`src/rtl/pixel_group_scheduler.sv`:
```
// Round-robin group arbiter and per-pixel event server for a ROWS x COLS pixel request matrix.
// Define PIXEL_GRP_TS_EN to latch a free-running timestamp into ts_o at each event load.
module pixel_group_scheduler #(
    parameter  int ROWS      = 8,
    parameter  int COLS      = 8,
    parameter  int GRP_ROWS  = 4,
    parameter  int GRP_COLS  = 4,
    parameter  int MAX_BURST = 4,
    parameter  int TS_W      = 16,
    localparam int GR        = ROWS / GRP_ROWS,
    localparam int GC        = COLS / GRP_COLS,
    localparam int NGRP      = GR * GC,
    localparam int X_W       = $clog2(ROWS),
    localparam int Y_W       = $clog2(COLS),
    localparam int G_W       = (NGRP > 1) ? $clog2(NGRP) : 1
) (
    input  logic                      clk_i,
    input  logic                      reset_i,
    input  logic                      enable_i,
    input  logic [ROWS-1:0][COLS-1:0] set_i,
    output logic                      req_o,
    output logic [GR-1:0][GC-1:0]     grp_req_o,
    output logic                      evt_valid_o,
    input  logic                      evt_ready_i,
    output logic [X_W-1:0]            x_add_o,
    output logic [Y_W-1:0]            y_add_o,
    output logic [G_W-1:0]            grp_o,
    output logic [ROWS-1:0][COLS-1:0] gnt_o,
    output logic                      active_o,
    output logic                      grp_release_o,
    output logic [TS_W-1:0]           ts_o
);

    localparam int GSIZE = GRP_ROWS * GRP_COLS;
    localparam int L_W   = (GSIZE > 1) ? $clog2(GSIZE) : 1;
    localparam int B_W   = $clog2(GSIZE + 1);

    if (ROWS % GRP_ROWS != 0) begin : g_bad_rows
        $error("ROWS must be a multiple of GRP_ROWS");
    end
    if (COLS % GRP_COLS != 0) begin : g_bad_cols
        $error("COLS must be a multiple of GRP_COLS");
    end

    typedef enum logic [1:0] {IDLE, SELECT, SERVE, RELEASE} state_t;

    state_t                       state, state_nxt;
    logic [NGRP-1:0][GSIZE-1:0]   grp_mask;
    logic [NGRP-1:0]              grp_req_flat;
    logic [G_W-1:0]               cur_grp, last_grp, sel_grp, cand_grp;
    logic                         sel_found;
    logic [GSIZE-1:0]             pending;
    logic [L_W-1:0]               ptr [NGRP];
    logic [L_W-1:0]               pix_loc, cand_loc;
    logic [B_W-1:0]               burst_cnt;
    logic                         handshake, slot_free, burst_hit;
    logic                         load_evt, serve_done;
    logic [X_W-1:0]               x_nxt;
    logic [Y_W-1:0]               y_nxt;

    // Regroup the flat matrix into per-group local masks (local index = row * GRP_COLS + col).
    for (genvar g = 0; g < NGRP; g++) begin : g_grp
        for (genvar lr = 0; lr < GRP_ROWS; lr++) begin : g_lr
            for (genvar lc = 0; lc < GRP_COLS; lc++) begin : g_lc
                assign grp_mask[g][lr*GRP_COLS+lc] =
                    set_i[(g/GC)*GRP_ROWS+lr][(g%GC)*GRP_COLS+lc];
            end
        end
        assign grp_req_flat[g]          = |grp_mask[g];
        assign grp_req_o[g/GC][g%GC]    = grp_req_flat[g];
    end

    assign req_o = |set_i;

    // Descending scan so the candidate closest after last_grp is the one left standing.
    always_comb begin
        sel_found = 1'b0;
        sel_grp   = '0;
        cand_grp  = '0;
        for (int i = NGRP; i >= 1; i--) begin
            cand_grp = G_W'((int'(last_grp) + i) % NGRP);
            if (grp_req_flat[cand_grp]) begin
                sel_found = 1'b1;
                sel_grp   = cand_grp;
            end
        end
    end

    always_comb begin
        pix_loc  = '0;
        cand_loc = '0;
        for (int i = GSIZE - 1; i >= 0; i--) begin
            cand_loc = L_W'((int'(ptr[cur_grp]) + i) % GSIZE);
            if (pending[cand_loc]) begin
                pix_loc = cand_loc;
            end
        end
    end

    assign x_nxt = X_W'((int'(cur_grp) / GC) * GRP_ROWS + int'(pix_loc) / GRP_COLS);
    assign y_nxt = Y_W'((int'(cur_grp) % GC) * GRP_COLS + int'(pix_loc) % GRP_COLS);

    assign handshake = evt_valid_o && evt_ready_i;
    assign slot_free = !evt_valid_o || handshake;
    assign burst_hit = (MAX_BURST != 0) && (int'(burst_cnt) == MAX_BURST);

    always_ff @(posedge clk_i or negedge reset_i) begin
        if (!reset_i) begin
            state <= IDLE;
        end else begin
            state <= state_nxt;
        end
    end

    always_comb begin
        state_nxt = state;
        case (state)
            IDLE:    if (enable_i && req_o) state_nxt = SELECT;
            SELECT:  state_nxt = sel_found ? SERVE : IDLE;
            SERVE:   if (serve_done) state_nxt = RELEASE;
            RELEASE: state_nxt = (enable_i && req_o) ? SELECT : IDLE;
            default: state_nxt = IDLE;
        endcase
    end

    // Load and release are mutually exclusive: a release needs an empty slot and nothing left to load.
    always_comb begin
        active_o      = (state != IDLE);
        grp_release_o = (state == RELEASE);
        load_evt      = (state == SERVE) && enable_i && slot_free && (|pending) && !burst_hit;
        serve_done    = (state == SERVE) && slot_free && (!(|pending) || burst_hit || !enable_i);
    end

    always_ff @(posedge clk_i or negedge reset_i) begin
        if (!reset_i) begin
            cur_grp     <= '0;
            last_grp    <= G_W'(NGRP - 1);
            pending     <= '0;
            burst_cnt   <= '0;
            evt_valid_o <= 1'b0;
            x_add_o     <= '0;
            y_add_o     <= '0;
            grp_o       <= '0;
            for (int g = 0; g < NGRP; g++) begin
                ptr[g] <= '0;
            end
        end else begin
            if (state == SELECT && sel_found) begin
                cur_grp   <= sel_grp;
                pending   <= grp_mask[sel_grp];
                burst_cnt <= '0;
            end
            if (state == RELEASE) begin
                last_grp <= cur_grp;
            end
            if (load_evt) begin
                pending[pix_loc] <= 1'b0;
                burst_cnt        <= burst_cnt + B_W'(1);
                ptr[cur_grp]     <= L_W'((int'(pix_loc) + 1) % GSIZE);
                evt_valid_o      <= 1'b1;
                x_add_o          <= x_nxt;
                y_add_o          <= y_nxt;
                grp_o            <= cur_grp;
            end else if (handshake) begin
                evt_valid_o <= 1'b0;
            end
        end
    end

    for (genvar r = 0; r < ROWS; r++) begin : g_gnt_r
        for (genvar c = 0; c < COLS; c++) begin : g_gnt_c
            assign gnt_o[r][c] = handshake && (x_add_o == X_W'(r)) && (y_add_o == Y_W'(c));
        end
    end

`ifdef PIXEL_GRP_TS_EN
    logic [TS_W-1:0] ts_cnt;

    always_ff @(posedge clk_i or negedge reset_i) begin
        if (!reset_i) begin
            ts_cnt <= '0;
            ts_o   <= '0;
        end else begin
            ts_cnt <= ts_cnt + TS_W'(1);
            if (load_evt) begin
                ts_o <= ts_cnt;
            end
        end
    end
`else
    assign ts_o = '0;
`endif

endmodule

```
`config.mk`:
```
export PLATFORM = sky130hd
export DESIGN_NAME = pixel_group_scheduler
export DESIGN_NICKNAME = d
export VERILOG_FILES = /design/src/rtl/pixel_group_scheduler.sv
export SDC_FILE = /design/constraint.sdc
export NUM_CORES = 1
export LEC_CHECK = 0
export ABC_AREA = 1
export ABC_CLOCK_PERIOD_IN_PS = 3800
export CAP_MARGIN = 20
export CORE_MARGIN = 1
export CORE_UTILIZATION = 40
export DETAILED_ROUTE_END_ITERATION = 8
export PLACE_DENSITY = 0.68
export REMOVE_ABC_BUFFERS = 1
export SYNTH_ARGS = -nofsm -noshare
export SYNTH_HDL_FRONTEND = slang
export SYNTH_SLANG_ARGS = --single-unit
```
`constraint.sdc`:
```
create_clock -name clk_i -period 3.8 [get_ports clk_i]
set_input_delay 0.38 -clock clk_i [delete_from_list [all_inputs] [get_ports clk_i]]
set_output_delay 0.38 -clock clk_i [all_outputs]
set_load 0.02 [all_outputs]
```
==> results.md <==
* CTS root buf: clkbuf_16
* IO Count at 164
* Die Wd at 122 µm
* GRT overflow at 0
* Total of max-cap violations at 0
* Fraction of layout cells with a size suffix above 1 at 15.8%
* Setup TNS at 0 ns
* XOR/XNOR Fraction of Synth Area at 1.77%
* Die Area at 14800 µm²
* TritonCTS Buffers at 5
* Detailed Routing Iterations Pass 1 at 5
* Antenna Cells at 0
* Slew Viols, Final at 0
* Worst setup path category: flip-flop to flip-flop
* DP HPWL at approximately 15000 µm
* Worst-path clk slew at 0.07 ns
* Residual DRC at 0
* Cells after DPL at 1313
* Share of Yosys cell area claimed by the top area cell type at 21.0%
* Routed wire length on met2 at approximately 9200 µm
* Syn Inst Count at 984
* Core Util, Final at 58.5%
* Overall Global Routing Usage at 25.2%
* CP max FO at 7
* Clock Skews at 0.00952 ns
* Die Y at about 120 µm
* GPL Wtd Cong at 0.941
* Worst skew pair latency at approximately 0.30 ns
* Post-synthesis compound-gate area fraction at 15.6%
* Synthesis-stage register bit count at 50
* Cell accounting for the most synthesized area: dfrtp_1
* Worst Path Required at 3.98 ns
* Seq/Total Area, Yosys at 21.9%
* Routed length per instance at 14.1 µm
* Mux cell area share after synthesis at 0%
* Worst r2r path cells at 32
* Largest net degree at the start of global routing at 43
* Initial antenna violation count at 0
* Syn. warnings at 0
* Adder-cell share of the synthesized area at 2.19%
* Post-Syn Area at between 5000 and 6000 µm²
* Top cells by area, synth: dfrtp_1 21%, nand2_1 18%, nor2_1 9.9%, nand3_1 8.8%, inv_1 7.5%
* Fmax at 280 MHz
* Core Box Area at ~14000 µm²
* Distinct cells, synth at 42
* WL met1 at just over 8000 µm
* Layout Nets at 1239
* Least-Margin Pin Slew at 1.06 ns
* Hold crit path type: input port to asynchronous set/reset pin
* R2R Setup Slk at 0.23 ns
* Slowest cell on the critical path: dfrtp_2
* H-tree levels at 2
* CP endpoint kind: flip-flop
* R2r endpoint: ptr[7]$_DFFE_PN0P_
* Crit path largest cell delay at 0.46 ns
* Critical Path AT at roughly 3.8 ns
* Initial Utilization at 41.0%
* PortBufs at approximately 150
* First-pass GRT wire length at 29500 µm
* Vias per cell at 5.13
* Final ANT Viol Nets at 0
* Main combinational cell family by area after synthesis: simple AND/OR/NAND/NOR gates
* Final Hold Violating Endpoints at 0
* Met3 Routed Length at 1110 µm
* Vias in the first global route at 6175
* Worst path most repeated cell: nand2_1
* Simple-gate share of the synthesized area at 44.9%
* CTS tree: done
* Max Used Layer: met4
* Mean Syn Cell Area at 5.81 µm²
* Syn-to-layout area delta at 42.5%
* Clk buf depth at 2
* Clock sinks at 50
* Worst setup SP type: flip-flop
* Final wirelength at ~19000 µm
* Setup violators final at 0
* Status: finished clean
* Post-layout min period at 3.57 ns
* Rel. slew slack at between 20 and 30%
* Reg-to-Reg Start: cur_grp[0]$_DFFE_PN0P_
* Final Non-Filler Cells at 1342
* Via count at 6879
* # rows at 43
* Drt initial violations at around 450
* Period utilization at 93.9%
## flip-flops by register name, indices dropped and copies added (netlist names), named ones only
register     cells
last_grp         2
x_add_o          3
state            1
cur_grp          2
burst_cnt        5
evt_valid_o      1
ptr             16
grp_o            1
y_add_o          2
pending         16
## synthesized netlist by cell type, drive strengths merged
cell,number
o31ai,1
nor2,164
a31oi,2
o32ai,4
or2,1
nor4,15
clkinv,1
xor2,7
clkbuf,13
nand4,6
nand2,295
nand3,104
inv,131
o22ai,2
o21a,3
ha,10
xnor2,2
o32a,9
dfstp,2
a21oi,38
buf,29
conb,1
o21ai,96
dfrtp,48
## worst max-delay path by stage
| stage | start | endpoint | slack, ns | depth (start not counted) |
|---|---|---|---|---|
| 2_1_floorplan | cur_grp[0]$_DFFE_PN0P_ | pending[9]$_DFF_PN0_ | -0.06 | 34 |
| 3_3_place_gp | cur_grp[0]$_DFFE_PN0P_ | pending[2]$_DFF_PN0_ | 0.06 | 32 |
| 3_5_place_dp | cur_grp[0]$_DFFE_PN0P_ | pending[10]$_DFF_PN0_ | 0.03 | 35 |
| 4_1_cts | cur_grp[0]$_DFFE_PN0P_ | pending[10]$_DFF_PN0_ | 0.02 | 35 |
| 5_1_grt | cur_grp[0]$_DFFE_PN0P_ | ptr[7]$_DFFE_PN0P_ | -0.04 | 34 |
| 6_report | cur_grp[0]$_DFFE_PN0P_ | ptr[7]$_DFFE_PN0P_ | 0.23 | 32 |
## worst max-delay path: cells and delay by family (launching register included)
family	cells	cell delay [ns]
buffers and inverters	6	0.73
adders and majority gates	1	0.27
and+or+nand+nor	22	1.70
DFF	1	0.46
AOI/OAI and AO/OA	3	0.30
## cell families after synthesis
group | count (synthesis)
and+or+nand+nor | 585
buffers and inverters | 174
AOI/OAI and AO/OA | 155
DFF | 50
adders and majority gates | 10
xor gates and xnor gates | 9
other | 1
## metal layers
layer | track usage, % | vias up
met1 | 31.9 | 3139
met2 | 44.5 | 237
met5 | 0 | -
met4 | 6.64 | 0
met3 | 3.56 | 25
li1 | - | 3478
## layout make-up
cell class                 count  area (µm²)
fill                        1312        5790
multi-input combinational    775        4020
timing repair buffer         197        1940
sequential                    50        1260
inverter                     132         526
tap                          180         225
clock buffer                   6         139
clock inverter                 2        38.8
## metrics by stage
stage | setup WS, ns | hold WS (ns) | area (µm²)
after CTS | 0.0226 | 0.459 | 7630
after floorplan | -0.0566 | 0.0844 | 5500
after global routing | -0.0428 | 0.481 | 8150
after global placement | 0.0596 | 0.242 | 7440
final | 0.233 | 0.448 | 8150
after detailed placement | 0.0308 | 0.235 | 7440
## cell usage in the layout (no fill, tap or decap), types with 16 or more instances in the layout
master           netlist  routed
nand2_1              270     251
a21oi_1               33      31
nor2_1               151     151
dfrtp_1               48      46
clkdlybuf4s50_1        0     146
nand2_2               18      28
nand3_1              101      89
o21ai_0               82      81
inv_1                114     108
buf_4                 21      40
conb_1                 1      16
inv_2                 15      16
## timing repair
item | 4_1_cts | 5_1_grt
endpoints found under the hold margin | 8 | 0
endpoints found under the setup margin | 0 | 34
gates resized for setup | 0 | 90
hold buffers | 1 | 0
buffers inserted | 0 | 19
Power is left out: the tool's default activity adds up to more than one toggle a clock period on the data nets, which glitch-free logic cannot reach.
